`config.mk`:
```
export PLATFORM = sky130hd
export DESIGN_NAME = mem_burst_ctrl_flat
export DESIGN_NICKNAME = d
export VERILOG_FILES = /design/src/rtl/mem_burst_ctrl_if.sv /design/src/rtl/mem_burst_ctrl.sv /design/src/flat_wrapper.sv
export SDC_FILE = /design/constraint.sdc
export NUM_CORES = 1
export LEC_CHECK = 0
export ABC_AREA = 1
export BUFFER_PORTS_ARGS = -buffer_cell sky130_fd_sc_hd__buf_2
export CAP_MARGIN = 30
export CORE_MARGIN = 2
export CORE_UTILIZATION = 35
export CTS_CLUSTER_DIAMETER = 100
export DETAILED_ROUTE_END_ITERATION = 10
export GPL_TIMING_DRIVEN = 0
export PLACE_DENSITY = 0.56
export SYNTH_ARGS = -nofsm -noshare
export SYNTH_HDL_FRONTEND = slang
export SYNTH_SLANG_ARGS = --single-unit
```
`constraint.sdc`:
```
create_clock -name i_clk -period 1.6 [get_ports i_clk]
set_input_delay 0.08 -clock i_clk [delete_from_list [all_inputs] [get_ports i_clk]]
set_output_delay 0.08 -clock i_clk [all_outputs]
set_load 0.05 [all_outputs]
```
`src/rtl/mem_burst_ctrl_if.sv`:
```
// Bundles the command, the two data streams and the memory pins of mem_burst_ctrl.
//   master : the side that issues commands, drives the write stream, accepts the read
//            stream and returns memory read data (testbench / host + memory)
//   slave  : the burst controller itself
// Signals: start/op/base_addr/len (command), busy/done (status),
//          in_valid/in_ready/in_data (write stream), out_valid/out_ready/out_data
//          (read stream), mem_wr/mem_addr/mem_din/mem_dout (memory pins).
interface mem_burst_ctrl_if #(
    parameter int AW = 6,
    parameter int DW = 8,
    parameter int LW = 7
);
    logic          start;
    logic          op;
    logic [AW-1:0] base_addr;
    logic [LW-1:0] len;
    logic          busy;
    logic          done;
    logic          in_valid;
    logic          in_ready;
    logic [DW-1:0] in_data;
    logic          out_valid;
    logic          out_ready;
    logic [DW-1:0] out_data;
    logic          mem_wr;
    logic [AW-1:0] mem_addr;
    logic [DW-1:0] mem_din;
    logic [DW-1:0] mem_dout;

    modport master (
        output start, op, base_addr, len, in_valid, in_data, out_ready, mem_dout,
        input  busy, done, in_ready, out_valid, out_data, mem_wr, mem_addr, mem_din
    );

    modport slave (
        input  start, op, base_addr, len, in_valid, in_data, out_ready, mem_dout,
        output busy, done, in_ready, out_valid, out_data, mem_wr, mem_addr, mem_din
    );
endinterface

```
`src/rtl/mem_burst_ctrl.sv`:
```
// Burst sequencer in front of a 64x8 single-port synchronous memory. One command
// (op, base address, length) becomes a run of consecutive memory accesses; write data
// comes from a valid/ready stream, read data leaves on a valid/ready stream.
// Ports:
//   i_clk    system clock, rising edge
//   i_reset  asynchronous active-low reset
//   if_bus   mem_burst_ctrl_if.slave (command, status, streams, memory pins)
//
// state      | meaning
// -----------+-----------------------------------------------------------
// S_IDLE     | waiting for start; latches base address and saturated length
// S_WRITE    | one memory write per accepted write-stream beat
// S_RD_ISSUE | read address presented to the memory
// S_RD_WAIT  | memory dout valid, captured into the output register
// S_RD_OUT   | read beat offered on the output stream until taken
// S_FIN      | one-cycle done pulse, then back to idle
module mem_burst_ctrl #(
    parameter int AW = 6,
    parameter int DW = 8,
    parameter int LW = 7
) (
    input logic             i_clk,
    input logic             i_reset,
    mem_burst_ctrl_if.slave if_bus
);

    localparam logic [LW-1:0] MAX_LEN = LW'(2**AW);
    localparam logic [LW-1:0] ONE_LEN = LW'(1);
    localparam logic [AW-1:0] ONE_ADR = AW'(1);

    typedef enum logic [2:0] {
        S_IDLE,
        S_WRITE,
        S_RD_ISSUE,
        S_RD_WAIT,
        S_RD_OUT,
        S_FIN
    } state_t;

    state_t        r_state;
    state_t        w_next_state;
    logic [AW-1:0] r_addr;
    logic [LW-1:0] r_cnt;
    logic [DW-1:0] r_out_data;
    logic [LW-1:0] w_len_sat;
    logic          w_last;
    logic          w_busy;
    logic          w_done;
    logic          w_in_ready;
    logic          w_out_valid;
    logic          w_mem_wr;
    logic [AW-1:0] w_mem_addr;
    logic [DW-1:0] w_mem_din;

    assign w_len_sat = (if_bus.len > MAX_LEN) ? MAX_LEN : if_bus.len;
    // <= rather than == keeps a corrupted zero count from hanging the burst
    assign w_last    = (r_cnt <= ONE_LEN);

    always_ff @(posedge i_clk or negedge i_reset) begin
        if (!i_reset) begin
            r_state    <= S_IDLE;
            r_addr     <= '0;
            r_cnt      <= '0;
            r_out_data <= '0;
        end else begin
            r_state <= w_next_state;
            case (r_state)
                S_IDLE: begin
                    if (if_bus.start) begin
                        r_addr <= if_bus.base_addr;
                        r_cnt  <= w_len_sat;
                    end
                end
                S_WRITE: begin
                    if (if_bus.in_valid && (r_cnt != '0)) begin
                        r_addr <= r_addr + ONE_ADR;
                        r_cnt  <= r_cnt - ONE_LEN;
                    end
                end
                S_RD_WAIT: begin
                    r_out_data <= if_bus.mem_dout;
                end
                S_RD_OUT: begin
                    if (if_bus.out_ready && (r_cnt != '0)) begin
                        r_addr <= r_addr + ONE_ADR;
                        r_cnt  <= r_cnt - ONE_LEN;
                    end
                end
                default: ;
            endcase
        end
    end

    always_comb begin
        w_next_state = r_state;
        w_busy       = 1'b1;
        w_done       = 1'b0;
        w_in_ready   = 1'b0;
        w_out_valid  = 1'b0;
        w_mem_wr     = 1'b0;
        w_mem_addr   = r_addr;
        w_mem_din    = '0;
        case (r_state)
            S_IDLE: begin
                w_busy     = 1'b0;
                w_mem_addr = '0;
                if (if_bus.start) begin
                    if (w_len_sat == '0)
                        w_next_state = S_FIN;
                    else if (if_bus.op)
                        w_next_state = S_RD_ISSUE;
                    else
                        w_next_state = S_WRITE;
                end
            end
            S_WRITE: begin
                w_in_ready = 1'b1;
                w_mem_wr   = if_bus.in_valid;
                w_mem_din  = if_bus.in_data;
                if (if_bus.in_valid && w_last)
                    w_next_state = S_FIN;
            end
            S_RD_ISSUE: w_next_state = S_RD_WAIT;
            S_RD_WAIT:  w_next_state = S_RD_OUT;
            S_RD_OUT: begin
                w_out_valid = 1'b1;
                if (if_bus.out_ready)
                    w_next_state = w_last ? S_FIN : S_RD_ISSUE;
            end
            S_FIN: begin
                w_done       = 1'b1;
                w_next_state = S_IDLE;
            end
            default: begin
                w_busy       = 1'b0;
                w_next_state = S_IDLE;
            end
        endcase
    end

    assign if_bus.busy      = w_busy;
    assign if_bus.done      = w_done;
    assign if_bus.in_ready  = w_in_ready;
    assign if_bus.out_valid = w_out_valid;
    assign if_bus.out_data  = r_out_data;
    assign if_bus.mem_wr    = w_mem_wr;
    assign if_bus.mem_addr  = w_mem_addr;
    assign if_bus.mem_din   = w_mem_din;

endmodule
```
`src/flat_wrapper.sv`:
```
// flat-port wrapper written by rule: the top's interface ports become plain ports
module mem_burst_ctrl_flat 
#(
    parameter int AW = 6,
    parameter int DW = 8,
    parameter int LW = 7
)
  (i_clk, i_reset, if_bus_start, if_bus_op, if_bus_base_addr, if_bus_len, if_bus_in_valid, if_bus_in_data, if_bus_out_ready, if_bus_mem_dout, if_bus_busy, if_bus_done, if_bus_in_ready, if_bus_out_valid, if_bus_out_data, if_bus_mem_wr, if_bus_mem_addr, if_bus_mem_din);
  mem_burst_ctrl_if #(.AW(AW), .DW(DW), .LW(LW)) if_bus_i ();
  input logic i_clk;
  input logic i_reset;
  input wire logic [$bits(if_bus_i.start)-1:0] if_bus_start;
  input wire logic [$bits(if_bus_i.op)-1:0] if_bus_op;
  input wire logic [$bits(if_bus_i.base_addr)-1:0] if_bus_base_addr;
  input wire logic [$bits(if_bus_i.len)-1:0] if_bus_len;
  input wire logic [$bits(if_bus_i.in_valid)-1:0] if_bus_in_valid;
  input wire logic [$bits(if_bus_i.in_data)-1:0] if_bus_in_data;
  input wire logic [$bits(if_bus_i.out_ready)-1:0] if_bus_out_ready;
  input wire logic [$bits(if_bus_i.mem_dout)-1:0] if_bus_mem_dout;
  output wire logic [$bits(if_bus_i.busy)-1:0] if_bus_busy;
  output wire logic [$bits(if_bus_i.done)-1:0] if_bus_done;
  output wire logic [$bits(if_bus_i.in_ready)-1:0] if_bus_in_ready;
  output wire logic [$bits(if_bus_i.out_valid)-1:0] if_bus_out_valid;
  output wire logic [$bits(if_bus_i.out_data)-1:0] if_bus_out_data;
  output wire logic [$bits(if_bus_i.mem_wr)-1:0] if_bus_mem_wr;
  output wire logic [$bits(if_bus_i.mem_addr)-1:0] if_bus_mem_addr;
  output wire logic [$bits(if_bus_i.mem_din)-1:0] if_bus_mem_din;
  assign if_bus_i.start = if_bus_start;
  assign if_bus_i.op = if_bus_op;
  assign if_bus_i.base_addr = if_bus_base_addr;
  assign if_bus_i.len = if_bus_len;
  assign if_bus_i.in_valid = if_bus_in_valid;
  assign if_bus_i.in_data = if_bus_in_data;
  assign if_bus_i.out_ready = if_bus_out_ready;
  assign if_bus_i.mem_dout = if_bus_mem_dout;
  assign if_bus_busy = if_bus_i.busy;
  assign if_bus_done = if_bus_i.done;
  assign if_bus_in_ready = if_bus_i.in_ready;
  assign if_bus_out_valid = if_bus_i.out_valid;
  assign if_bus_out_data = if_bus_i.out_data;
  assign if_bus_mem_wr = if_bus_i.mem_wr;
  assign if_bus_mem_addr = if_bus_i.mem_addr;
  assign if_bus_mem_din = if_bus_i.mem_din;
  mem_burst_ctrl #(.AW(AW), .DW(DW), .LW(LW)) u_core (.i_clk(i_clk), .i_reset(i_reset), .if_bus(if_bus_i));
endmodule
```
# [After elaboration in Yosys (flattened, before gate mapping)]
# Cells that the tools add are included.
[word_totals] ff_bits=24 latch_bits=0 ramBits=0 mem_bits_ro=0 input_bits=35 output_inout_bits=27 wordCells=51 memories=0
[classes] add_sub_neg=2 multipliers=0 div=0 magnitude_cmp=2 eq_ne=10 shift=0 mux=23 bitwise=0 reduce_logical=10
[op_table] operator="7-bit 2-to-1 mux" n=4
[op_table] operator="6-bit 2-to-1 mux" n=4
[op_table] operator="7-bit one-hot mux with 3 select lines" n=1
[op_table] operator="6-bit one-hot mux with 3 select lines" n=1
[op_table] operator="3-bit 2-to-1 mux" n=5
[op_table] operator="3-bit one-hot mux with 5 select lines" n=1
[op_table] operator="8-bit 2-to-1 mux" n=1
[op_table] operator="7-bit > comparator (second input constant)" n=1
[op_table] operator="7-bit by 1-bit <= comparator with 1-bit output (second input constant)" n=1
[op_table] operator="7-bit logical NOT" n=1
[op_table] operator="7-bit nonzero test" n=1
[op_table] operator="7-bit by 1-bit subtractor with 7-bit output (second input constant)" n=1
[op_table] operator="6-bit by 1-bit adder with 6-bit output (second input constant)" n=1
[op_table] operator="3-bit by 2-bit equality test with 1-bit output (second input constant)" n=2
[op_table] operator="3-bit equality test (second input constant)" n=2
[op_table] operator="2-bit by 1-bit != test with 1-bit output (second input constant)" n=3
[op_table] operator="1-bit 2-to-1 mux" n=5
[op_table] operator="5-bit OR reduction" n=1
[op_table] operator="2-bit != test (second input constant)" n=2
[op_table] operator="4-bit AND reduction" n=1
[op_table] operator="3-bit by 1-bit equality test with 1-bit output (second input constant)" n=1
[op_table] operator="1-bit logical AND" n=3
[op_table] operator="3-bit logical NOT" n=1
[op_table] operator="3-bit AND reduction" n=1
[op_table] operator="2 further kinds" n=2

# [Depth between registers and ports, before layout]
[logic_depth] depth_word=6 ltp_mapped=11

# [Least setup slack after synthesis]
# Ideal clock, no wire load.
[synth_path] path_kind="register -> output" from="register u_core.r_state[2]" to="output if_bus_done" arrival_time_ps=1611 slack_ps=-91 stages_incl_launch_ff=4 n_path_buf=1 path_cell_list="dfrtp_1 -> buf_4 -> inv_1 -> nor3_1"
[synth_between] elab_chain_cells=2
[synth_lines] element="from (decl)" line_no="mem_burst_ctrl.sv:40" text="state_t r_state;"
[synth_lines] element="from (signal assigned)" line_no="mem_burst_ctrl.sv:66" text="r_state <= w_next_state;"
[synth_lines] element="3-bit equality test" line_no="mem_burst_ctrl.sv:103" text="case (r_state)"
[synth_lines] element="1-bit 2-to-1 mux" line_no="mem_burst_ctrl.sv:103"
[synth_lines] element="to (decl)" line_no="flat_wrapper.sv:21" text="output wire logic [$bits(if_bus_i.done)-1:0] if_bus_done;"
# No other way between the ends.

# [Worst setup path after layout]
[layout_path] from="register u_core.r_state[2]" to="output if_bus_mem_din[2]"
[layout_between] elab_chain_cells=2
[layout_lines] element="3-bit by 1-bit equality test with 1-bit output" line_no="mem_burst_ctrl.sv:103"
[layout_lines] element="8-bit 2-to-1 mux" line_no="mem_burst_ctrl.sv:103"
[layout_lines] element="to (decl)" line_no="flat_wrapper.sv:27" text="output wire logic [$bits(if_bus_i.mem_din)-1:0] if_bus_mem_din;"
# No other way between the ends.

==> metrics.md <==
| Metric | Value |
|---|---|
| Post-Syn Area | `1793 sq um` |
| Ant. Diodes | `0` |
| Pwr Density | `2545 nW/um^2` |
| CTS tree | `built` |
| Max-slew violations | `0` |
| Finished Cell Area | `between 2000 and 3000 sq um` |
| Crit-path max FO | `8` |
| Die area | `5712 sq um` |
| Core area | `around 5000 sq um` |
| Setup violators final | `0` |
| Initial Utilization | `0.3579` |
| Mean Syn Cell Area | `7.087 sq um` |
| Multi-input combinational cell area | `1154 sq um` |
| Post-Synth Adder-Cell Area | `0.02791` |
| Final Hold Viols | `0` |
| Routed wire length | `about 5000 microns` |
| CP Class | `flop to primary output` |
| CTS buffer count | `3` |
| Residual DRC count | `0` |
| Seq. cell area | `601.8 sq um` |
| Crit path time final | `1.579 ns` |
| HPWL Detailed | `3383 microns` |
| Status | `completed` |
| Hold path start | `if_bus_mem_dout[5]` |
| Synth Net Count | `slightly below 300` |
| Unrepaired setup endpoints after global routing | `yes` |
| Fillers | `513` |
| CP endpoint kind | `primary output` |
| Post-Synth Simple-Gate Area | `0.4278` |
| Arr. time, crit path | `1.50 ns` |
| Crit start category | `flop` |
| Pin count of the biggest net entering global routing | `25` |
| Post-synthesis xor/xnor area fraction | `0.01465` |
| Synthesis-stage register bit count | `24` |
| # IOs | `62` |
| Final setup skew | `0.009942 ns` |
| Port-buffer cells | `61` |
| Required time worst endpoint | `1.52 ns` |
| Cells after synthesis | `between 200 and 300` |
| Die W | `between 70 and 80 microns` |
| Clock root cell | `clkbuf_8` |
| Clock Tree Buf Depth | `2` |
| Final hold slack | `0.02268 ns` |
| Mux share of post-synthesis cell area | `0.05024` |
| Pre-CTS WS | `-0.2147 ns` |
| Worst skew pair latency | `0.28 ns` |
| Worst setup path startpoint | `u_core.r_state[2]` |
| DR pass1 iterations | `4` |
| RD Place Congestion | `about 0.82` |
| Routed WL per cell | `around 12 microns` |
| GRT Total Usage | `0.1669` |
| Nets | `373` |
| Number of unique standard cell types used by synthesis | `29` |
| Final Cycle Share | `0.9869` |
| R2r setup slk | `about 0.03 ns` |
| Vias per Instance | `4.524` |
| Worst R2R Start | `u_core.r_state[2]` |
| Largest family of logic cells by synthesized area | `simple AND/OR/NAND/NOR gates` |
| CTS sink count | `24` |
| LEAKAGE | `1.462 nW` |
| Gr ovfl total | `0` |
| Post-synthesis sequential area ratio | `0.3350` |
| Layout area overhead | `46.20%` |
| Cell Area, Placed | `2191 sq um` |
| Core Rows | `26` |
| Share of layout cells above drive strength 1 | `0.4264` |
| Die height | `75.58 microns` |
| Worst min-delay path class | `primary input to flop` |
| FMAX | `633.3 MHz` |
| Initial antenna violation count | `0` |
| H-tree level count | `1` |
| Setup ws final | `0.02100 ns` |
| Vias in the first global route | `1620` |
| MaxCap Viol Count | `0` |
| DR iter-0 viols | `69` |
| Synth warn | `0` |
| Normalized max-slew margin | `0.6201` |
| Peak supply drop | `0.001438 V` |
| Measured slew at the worst slew-check pin | `0.5699 ns` |
| Antenna Nets Post-Route | `0` |
| Reg clk slew, reported paths | `0.11 ns` |
| Post-synthesis compound-gate area fraction | `0.03629` |
| First-pass GRT wire length | `7369 microns` |
| DR vias | `~1800` |
[worst paths after layout]
check,to,depth (start not counted)
setup / recovery,if_bus_mem_din[2],5
hold / removal,u_core.if_bus.out_data[5],2
setup reg to reg,u_core.r_cnt[6],9
hold reg to reg,u_core.if_bus.out_data[7],1
max in group asynchronous,u_core.r_cnt[4],2
min in group asynchronous,u_core.r_cnt[2],2
[cell families (layout without fill, tap and decap cells)]
logic type	count (synthesis)	after routing
compound gates	12	12
xor+xnor	3	3
fa+ha+maj	4	4
buf+inv	41	119
flops	24	24
mux	8	8
simple gates	161	163
[metrics by stage]
| step | utilization | cells | power [mW] | TNS, ns |
|---|---|---|---|---|
| floorplan | - | 253 | 4.243 | -0.5526 |
| global placement | 0.4373 | 384 | 5.058 | -0.3263 |
| detailed placement | 0.4373 | 384 | 5.088 | -0.3301 |
| CTS | 0.4645 | 390 | 5.796 | 0 |
| global route | 0.5232 | 403 | 7.198 | -0.5964 |
| finish | 0.5232 | 403 | 6.671 | 0 |
[state kept, by name, indices dropped and copies added, names as in the netlist]
signal / cells
u_core.if_bus.out_data: 8
u_core.r_addr: 6
u_core.r_state: 3
u_core.r_cnt: 7
[cell type report]
class / instances / share of cell area
buffer: 5 / 0.02434
clock buffer: 3 / 0.01575
clock inverter: 1 / 0.01146
inverter: 35 / 0.05346
multi-input combinational: 190 / 0.4401
sequential: 24 / 0.2296
tap: 70 / 0.03341
timing repair buffer: 74 / 0.1890
timing repair inverter: 1 / 0.002864
[where the power goes]
part	leakage, nW	internal [mW]	switching [mW]	total (mW)
registers	0.294	0.908	0.242	1.15
logic	1.13	1.79	3.16	4.95
clock network	0.0357	0.335	0.235	0.570
total	1.46	3.03	3.64	6.67
[cell usage in the layout (no fill, tap or decap), types with 6 or more instances in the layout]
cell / n
nand3_1: 16
nand2_4: 7
nand2_2: 13
nand2_1: 75
nand4_1: 6
buf_2: 49
buf_4: 13
inv_1: 28
mux2_2: 8
buf_6: 11
dfrtp_1: 23
nor2_1: 23
[worst max-delay path, cell delays in order (launching register included)]
cell and delay, ns:
dfrtp_1 0.39, buf_6 0.13, nor2_4 0.25, nand2_8 0.13, nor2_1 0.14, buf_6 0.17
[metal layers]
| layer | wire (microns) | part of all wire | global-route usage | up-vias |
|---|---|---|---|---|
| met5 | 0 | 0 | 0 | - |
| met4 | 25 | 0.0050 | 0.02729 | 0 |
| met3 | 234 | 0.047 | 0.03042 | 4 |
| met2 | 2436 | 0.49 | 0.2763 | 44 |
| met1 | 2255 | 0.46 | 0.2320 | 826 |
| li1 | - | - | - | 949 |
[cells in the mapped netlist, drive strengths merged]
| library cell | count | area share |
|---|---|---|
| nand2 | 96 | 0.22 |
| inv | 34 | 0.071 |
| nor2 | 32 | 0.085 |
| dfrtp | 24 | 0.33 |
| nand3 | 20 | 0.061 |
| mux2 | 8 | 0.050 |
| o21ai | 7 | 0.020 |
| buf | 6 | 0.032 |
| nand4 | 6 | 0.021 |
| ha | 4 | 0.028 |
| a21oi | 3 | 0.0084 |
| nand3b | 3 | 0.027 |
| nor3 | 3 | 0.011 |
| xor2 | 3 | 0.015 |
| a21boi | 1 | 0.0042 |
| clkinv | 1 | 0.0049 |
| o21bai | 1 | 0.0042 |
| or2 | 1 | 0.0035 |
[timing repair]
action / in CTS / in global routing
gates cloned: 0 / 4
buffers inserted: 2 / 9
setup endpoints to repair: 19 / 26
hold buffers: 1 / 0
hold endpoints to repair: 24 / 0
resized for setup: 11 / 54
pin swaps: 1 / 21
Power figures use the tool's default switching activity.
